`src/rtl/hazard_ctrl.sv`:
```
// Pipeline hazard controller for the 5-stage core: load-use bubbles, taken-branch flushes
// and data-memory wait freezes, plus a saturating stall counter and a sticky timeout flag.
module hazard_ctrl #(
    parameter int CNT_W       = 16,
    parameter int WAIT_W      = 8,
    parameter int MEM_TIMEOUT = 64
) (
    input  logic             clk,
    input  logic             rst,
    input  logic [4:0]       ifid_rs,
    input  logic [4:0]       ifid_rt,
    input  logic             ifid_uses_rs,
    input  logic             ifid_uses_rt,
    input  logic             idex_memread,
    input  logic [4:0]       idex_rt,
    input  logic             branch_taken,
    input  logic             dmem_req,
    input  logic             dmem_ready,
    output logic             pc_wen,
    output logic             ifid_wen,
    output logic             ifid_flush,
    output logic             idex_wen,
    output logic             idex_flush,
    output logic             exmem_wen,
    output logic [CNT_W-1:0] stall_count,
    output logic             timeout_err
);

    typedef enum logic {
        ST_RUN      = 1'b0,
        ST_MEM_WAIT = 1'b1
    } state_t;

    typedef struct packed {
        logic pc_wen;
        logic ifid_wen;
        logic ifid_flush;
        logic idex_wen;
        logic idex_flush;
        logic exmem_wen;
    } ctrl_t;

    localparam ctrl_t CTRL_FREEZE = '{default: 1'b0};
    localparam ctrl_t CTRL_RESET  = '{pc_wen: 1'b0, ifid_wen: 1'b0, ifid_flush: 1'b1,
                                      idex_wen: 1'b0, idex_flush: 1'b1, exmem_wen: 1'b0};

    localparam logic [WAIT_W-1:0] WAIT_ONE    = WAIT_W'(1);
    localparam logic [WAIT_W-1:0] WAIT_MAX    = '1;
    localparam logic [WAIT_W-1:0] TIMEOUT_VAL = WAIT_W'(MEM_TIMEOUT);
    localparam logic [CNT_W-1:0]  CNT_ONE     = CNT_W'(1);
    localparam logic [CNT_W-1:0]  CNT_MAX     = '1;

    state_t             r_state;
    state_t             w_state_nxt;
    logic [WAIT_W-1:0]  r_wait_cnt;
    logic [WAIT_W-1:0]  w_wait_nxt;
    logic               r_timeout_err;
    logic               w_timeout_nxt;
    logic [CNT_W-1:0]   r_stall_cnt;
    logic               w_lu;
    ctrl_t              w_run_ctrl;
    ctrl_t              w_ctrl;

    // A load writing r0 never creates a dependency, so idex_rt==0 is excluded.
    assign w_lu = idex_memread && (idex_rt != 5'd0) &&
                  ((ifid_uses_rs && (idex_rt == ifid_rs)) ||
                   (ifid_uses_rt && (idex_rt == ifid_rt)));

    // Branch beats load-use: the ID instruction is wrong-path and is flushed anyway.
    always_comb begin
        // NOTE: every always_comb output gets a default first so no path can infer a latch.
        w_run_ctrl = '{default: 1'b1};
        w_run_ctrl.ifid_flush = 1'b0;
        w_run_ctrl.idex_flush = 1'b0;
        if (branch_taken) begin
            w_run_ctrl.ifid_flush = 1'b1;
            w_run_ctrl.idex_flush = 1'b1;
        end else if (w_lu) begin
            w_run_ctrl.pc_wen     = 1'b0;
            w_run_ctrl.ifid_wen   = 1'b0;
            w_run_ctrl.idex_flush = 1'b1;
        end
    end

    always_comb begin
        w_ctrl        = w_run_ctrl;
        w_state_nxt   = r_state;
        w_wait_nxt    = r_wait_cnt;
        w_timeout_nxt = r_timeout_err;
        unique case (r_state)
            ST_RUN: begin
                if (dmem_req && !dmem_ready) begin
                    w_ctrl      = CTRL_FREEZE;
                    w_state_nxt = ST_MEM_WAIT;
                    w_wait_nxt  = WAIT_ONE;
                end
            end
            ST_MEM_WAIT: begin
                if (!dmem_ready) begin
                    w_ctrl = CTRL_FREEZE;
                    if (r_wait_cnt != WAIT_MAX) begin
                        w_wait_nxt = r_wait_cnt + WAIT_ONE;
                    end
                    if (r_wait_cnt == TIMEOUT_VAL) begin
                        w_timeout_nxt = 1'b1;
                    end
                end else begin
                    // Release cycle: held branch/load-use are honoured, dmem_req is ignored.
                    w_state_nxt = ST_RUN;
                    w_wait_nxt  = '0;
                end
            end
            default: begin
                w_state_nxt = ST_RUN;
            end
        endcase
        if (rst) begin
            w_ctrl = CTRL_RESET;
        end
    end

    always_ff @(posedge clk) begin
        // NOTE: sequential state uses non-blocking assignments so all registers update together.
        if (rst) begin
            r_state       <= ST_RUN;
            r_wait_cnt    <= '0;
            r_timeout_err <= 1'b0;
            r_stall_cnt   <= '0;
        end else begin
            r_state       <= w_state_nxt;
            r_wait_cnt    <= w_wait_nxt;
            r_timeout_err <= w_timeout_nxt;
            if (!w_ctrl.pc_wen && (r_stall_cnt != CNT_MAX)) begin
                r_stall_cnt <= r_stall_cnt + CNT_ONE;
            end
        end
    end

    assign pc_wen      = w_ctrl.pc_wen;
    assign ifid_wen    = w_ctrl.ifid_wen;
    assign ifid_flush  = w_ctrl.ifid_flush;
    assign idex_wen    = w_ctrl.idex_wen;
    assign idex_flush  = w_ctrl.idex_flush;
    assign exmem_wen   = w_ctrl.exmem_wen;
    assign stall_count = r_stall_cnt;
    assign timeout_err = r_timeout_err;

endmodule

```
`config.mk`:
```
export PLATFORM = sky130hd
export DESIGN_NAME = hazard_ctrl
export DESIGN_NICKNAME = d
export VERILOG_FILES = /design/src/rtl/hazard_ctrl.sv
export SDC_FILE = /design/constraint.sdc
export NUM_CORES = 1
export LEC_CHECK = 0
export BUFFER_PORTS_ARGS = -buffer_cell sky130_fd_sc_hd__buf_2
export CAP_MARGIN = 30
export CORE_MARGIN = 2
export CORE_UTILIZATION = 44
export DETAILED_ROUTE_END_ITERATION = 7
export PLACE_DENSITY = 0.7
export SLEW_MARGIN = 40
export SYNTH_ARGS = -nofsm -noshare
export SYNTH_HDL_FRONTEND = slang
export SYNTH_SLANG_ARGS = --single-unit
```
`constraint.sdc`:
```
create_clock -name clk -period 2.28 [get_ports clk]
set_input_delay 0.228 -clock clk [delete_from_list [all_inputs] [get_ports clk]]
set_output_delay 0.228 -clock clk [all_outputs]
set_load 0.05 [all_outputs]
```
* After elaboration in Yosys (flattened, before gate mapping)
Cells that the tools add are included.
Storage, ports and cells: bits in registers 26, bits in latches 0, memory bits (writable) 0, memory bits (read-only) 0, input port bits 23, output and inout port bits 23, logic and storage cells 43, memories 0
Cells by class: $add $sub $neg 2, $mul 0, div/mod/pow operators 0, $lt $le $gt $ge 0, equal/unequal tests 7, shifts and indexed selects 0, multiplexer cells 16, bitwise operators 2, reductions and logical operators 12
Operator list (count):
- $mux 8 | 3
- $mux 6 | 3
- $add 16x1->16 const B | 1
- $ne 16x16->1 const B | 1
- $pmux 8 s2 | 1
- $pmux 6 s2 | 1
- $eq 5x5->1 | 2
- $add 8x1->8 const B | 1
- $eq 8x7->1 const B | 1
- $ne 8x8->1 const B | 1
- $logic_and 1x1->1 | 6
- $mux 1 | 5
- $reduce_bool 5->1 | 1
- $mux 2 | 2
- $ne 3x2->1 const B | 1
- $reduce_and 3->1 | 1
- $logic_not 1->1 | 2
- $ne 2x2->1 const B | 1
- $not 1->1 | 2
- $pmux 1 s2 | 1
- $reduce_and 2->1 | 1
- $logic_or 1x1->1 | 1

* Longest topological paths before layout
word-level depth 11, mapped depth 9, gate-level depth less buffers 7

* Least setup slack after synthesis
No wires, ideal clock.
path type flip-flop to output port, from register r_state, to output pc_wen, arrival time 2.225 ns, required time 2.052 ns, setup slack -0.173 ns, stages on the path, launching flop included 6, cells stage by stage dfxtp_1 buf_2 o21ba_2 nor2_1 o21a_1 buf_4
On the way: cells in the longest elaborated chain, start to end 3
Ends and longest elaborated chain:
- start, declared | line 53 | state_t r_state;
- start signal, assigned | line 130 | r_state <= w_state_nxt;
- $not 1->1
- $pmux 6 s2 (*) | line 90 | unique case (r_state)
- $mux 6 (*) | line 117 | if (rst) begin
- end, declared | line 19 | output logic pc_wen,
Every way passes the cells marked *; elsewhere a longest branch is shown, timed or not.

* Final worst setup path
from register r_stall_cnt[0], in the netlist stall_count[0], to register r_stall_cnt[8], in the netlist stall_count[8]
On the way: cells in the longest elaborated chain, start to end 2, elaborated cells between the ends (all ways) 3
Ends and longest elaborated chain:
- start, declared | line 59 | logic [CNT_W-1:0] r_stall_cnt;
- start signal, assigned | line 134 | r_stall_cnt <= r_stall_cnt + CNT_ONE;
- parallel branches: the longest is 2 deep, another holds $add 16x1->16
Several ways; the timed one is not identified. A chain may end at the register's enable or synchronous reset.

==> summary.md <==
| Metric | Value |
|---|---|
| Required time of the critical path | roughly 2.6 ns |
| Synthesis-to-finish area growth | 19.2% |
| Setup tns final | 0 ns |
| Fin Clk Skew | 0.00251 ns |
| Power per standard cell area | 485 mW/mm2 |
| Fin crit share | about nine tenths |
| Post-CTS clock slew at the launch and capture registers of the worst setup and hold paths | 0.14 ns |
| Most heavily used metal layer in global routing | met2 |
| Wire length of the first global-routing pass | 5600 um |
| Cell area after synthesis | 0.00152 mm2 |
| Endpoint kind of the worst setup timing path | register |
| Vias per inst | approximately 5.3 |
| Die Wd | 62.8 um |
| First DRT Iteration DRCs | 126 |
| Final max-slew violation count | 0 |
| Leak pwr | slightly below 0.7 nW |
| Status | completed |
| Routed length per instance | 12.0 um |
| Max Buffers Root-to-Sink | 2 |
| Register cell area after layout | 520 um2 |
| Sw Share | 29.3% |
| Share of flip-flops with an asynchronous set or reset after synthesis | 0% |
| Met2 Usage GRT | 27.3% |
| Total cell area at the placement stage | 0.00177 mm2 |
| Int Pwr | 0.623 mW |
| Fraction of final layout cells with drive strength greater than 1 | 26.6% |
| Syn_nets | approximately 210 |
| CORE AREA | 0.00334 mm2 |
| Worst-margin pin slew | roughly 0.60 ns |
| Switching component of the power | 0.258 mW |
| Global-route track usage on met3 | under 10% |
| Remaining number of nets flagged by the antenna check after routing | 0 |
| Quantity of I/O buffers inserted on ports | 45 |
| Number of max-cap violations | 0 |
| Critical path fanouts, max | 28 |
| Chip height | 62.8 um |
| Vias in the first global route | around 1300 |
| DRC violation count after routing | 0 |
| Worst vdd ir | 0.460 mV |
| Std cell rows | 21 |
| Hold buffer count at CTS | 0 |
| Total via count in the routed design | 1467 |
| Grt met1 use | between 20% and 30% |
| Number of synthesized flops with an enable pin | 0 |
| Initial Utilization | between 40 and 50% |
| Most used DFF post-synth | dfxtp_1 |
| Post-synthesis sequential element count | 26 |
| Number of detailed-routing iterations run before antenna repair | 4 |
| Sequential Power Share | 53.7% |
| Cell variety after synth | between 40 and 50 |
| Number of antenna violations at the first check in global routing | 0 |
| Clk network pwr share | 26.6% |
| Cell accounting for the most synthesized area | dfxtp_1 |
| Total power of the final layout | 0.881 mW |
| Synthesized area per cell | 8.22 um2 |
| Most numerous cell in the Yosys netlist | dfxtp_1 |
| Final Hold Viols | 0 |
| Diode insertion count for antenna repair | 0 |
| Post-route design area | 0.00181 mm2 |
| Max-slew headroom | 59.7% |
| I/O pin cnt | 46 |
| Overall fraction of global-route tracks in use | 17.3% |
| Crit path launch type | register |
| Nets | 256 |
| Endpoints failing setup | 0 |
| CTS Buf Count | 3 |
| Multi-input logic area | ~940 um2 |
| Sequential share of the synthesized area | 34.2% |
| Hpwl dp | 2420 um |
| Insertion delay to the later sink of the worst-skew pair | about 0.32 ns |
| Filler instances | 340 |
| Min-Delay Path Class | in -> reg |
| RSZ-0062 raised after global routing | false |
| Maximum number of pins on one net before global-route repair | 29 |
| Warnings from Yosys | 0 |
| Maximum clock frequency | between 400 and 500 MHz |
| Path type of the worst setup path | reg -> reg |
| Share of the synthesized area in the top cell type | around a third |
| Maximum level of the CTS H-tree | 1 |
| Clock tree root buffer cell | clkbuf_4 |
| Data arrival time of the critical path | 2.37 ns |
| Overflow left after global routing | 0 |
| Cell types with the largest area share after synthesis | dfxtp_1 (34%), a21oi_1 (6.9%), xnor2_1 (6.9%) |
| Weighted congestion reported at the end of routability-driven placement | 0.718 |
| Minimum period implied by the final worst setup slack | 2.09 ns |
| Final Routed Wirelength | ~3300 um |
| Most common library cells after synthesis | dfxtp_1 (26), a21oi_1 (21), or3_1 (14) |
| Proportion of power drawn by combinational gates | 19.7% |
| Sink Count | 26 |
| Post-Syn Instances | 185 |
| Die footprint | ~0.0039 mm2 |
| Clock tree from TritonCTS | done |
==> state kept, by name (all words and copies together), names as in the netlist <==
register / flops
r_state: 1
r_wait_cnt: 8
timeout_err: 1
stall_count: 16
==> worst max-delay path, cell delays in order (launching register included) <==
cell	delay, ns
dfxtp_1	0.36
ha_1	0.24
and2_1	0.16
and4_4	0.21
a211oi_4	0.26
a21oi_4	0.20
or4_1	0.46
a21oi_2	0.14
==> path summary, 6_finish.rpt <==
| kind | slack [ns] | cells past startpoint | from | to |
|---|---|---|---|---|
| setup reg to reg | 0.19 | 7 | stall_count[0]$_SDFFE_PP0P_ | stall_count[8]$_SDFFE_PP0P_ |
| setup / recovery | 0.19 | 7 | stall_count[0]$_SDFFE_PP0P_ | stall_count[8]$_SDFFE_PP0P_ |
| hold / removal | 0.21 | 3 | dmem_req | r_state$_SDFF_PP0_ |
| hold reg to reg | 0.49 | 2 | timeout_err$_SDFFE_PP0P_ | timeout_err$_SDFFE_PP0P_ |
==> kinds of logic after synthesis <==
logic type,Yosys count,synth area share (%)
XOR/XNOR,14,8.06
AND/OR/NAND/NOR,75,27.1
multiplexers,2,1.32
AO/OA/AOI/OAI,53,21.7
flip-flops,26,34.2
adder cells (fa/ha/maj),3,2.47
buffers and inverters,12,5.10
==> repair_timing <==
action | CTS | global route
endpoints found under the hold margin | 0 | 0
buffers inserted | 0 | 0
resized for setup | 0 | 2
setup endpoints to repair | 0 | 1
==> cell usage in the layout (no fill, tap or decap), types with 7 or more instances in the layout <==
cell type  synthesis  final
buf_2              1     45
dfxtp_1           26     26
a21oi_1           21     20
or3_1             14     14
xnor2_1           12     12
nor2_1            13     12
nand2_1           11     11
nand3_1            8      8
o21ai_1            8      8
nand4_1            7      7
o21ai_0            7      7
==> final cells by class <==
class / instances / share of cell area (%)
multi-input combinational: 147 / 51.7
sequential: 26 / 28.7
timing repair buffer: 48 / 13.7
tap: 46 / 3.17
clock buffer: 4 / 2.00
inverter: 4 / 0.828
==> per-layer routing <==
layer | wire, um | vias up
met4 | 34 | 0
met2 | 1610 | 25
met5 | 0 | -
met1 | 1520 | 676
li1 | - | 761
met3 | 128 | 5
==> stage by stage <==
step	hold WS, ns	util (%)	cells	setup slack, ns
floorplan	0.398	-	185	0.0500
global placement	0.451	52.9	271	0.229
detailed placement	0.462	52.9	271	0.205
CTS	0.199	54.0	275	0.163
global route	0.257	54.4	275	0.0151
finish	0.212	54.4	275	0.187
==> power groups by stage <==
stage,Combinational (mW),Sequential (mW),Clock [mW]
floorplan,0.114,0.499,0
global placement,0.173,0.482,0
detailed placement,0.173,0.483,0
CTS,0.174,0.473,0.243
global route,0.191,0.474,0.260
finish,0.174,0.473,0.234
No activity file was read; power rests on OpenSTA's default activity.
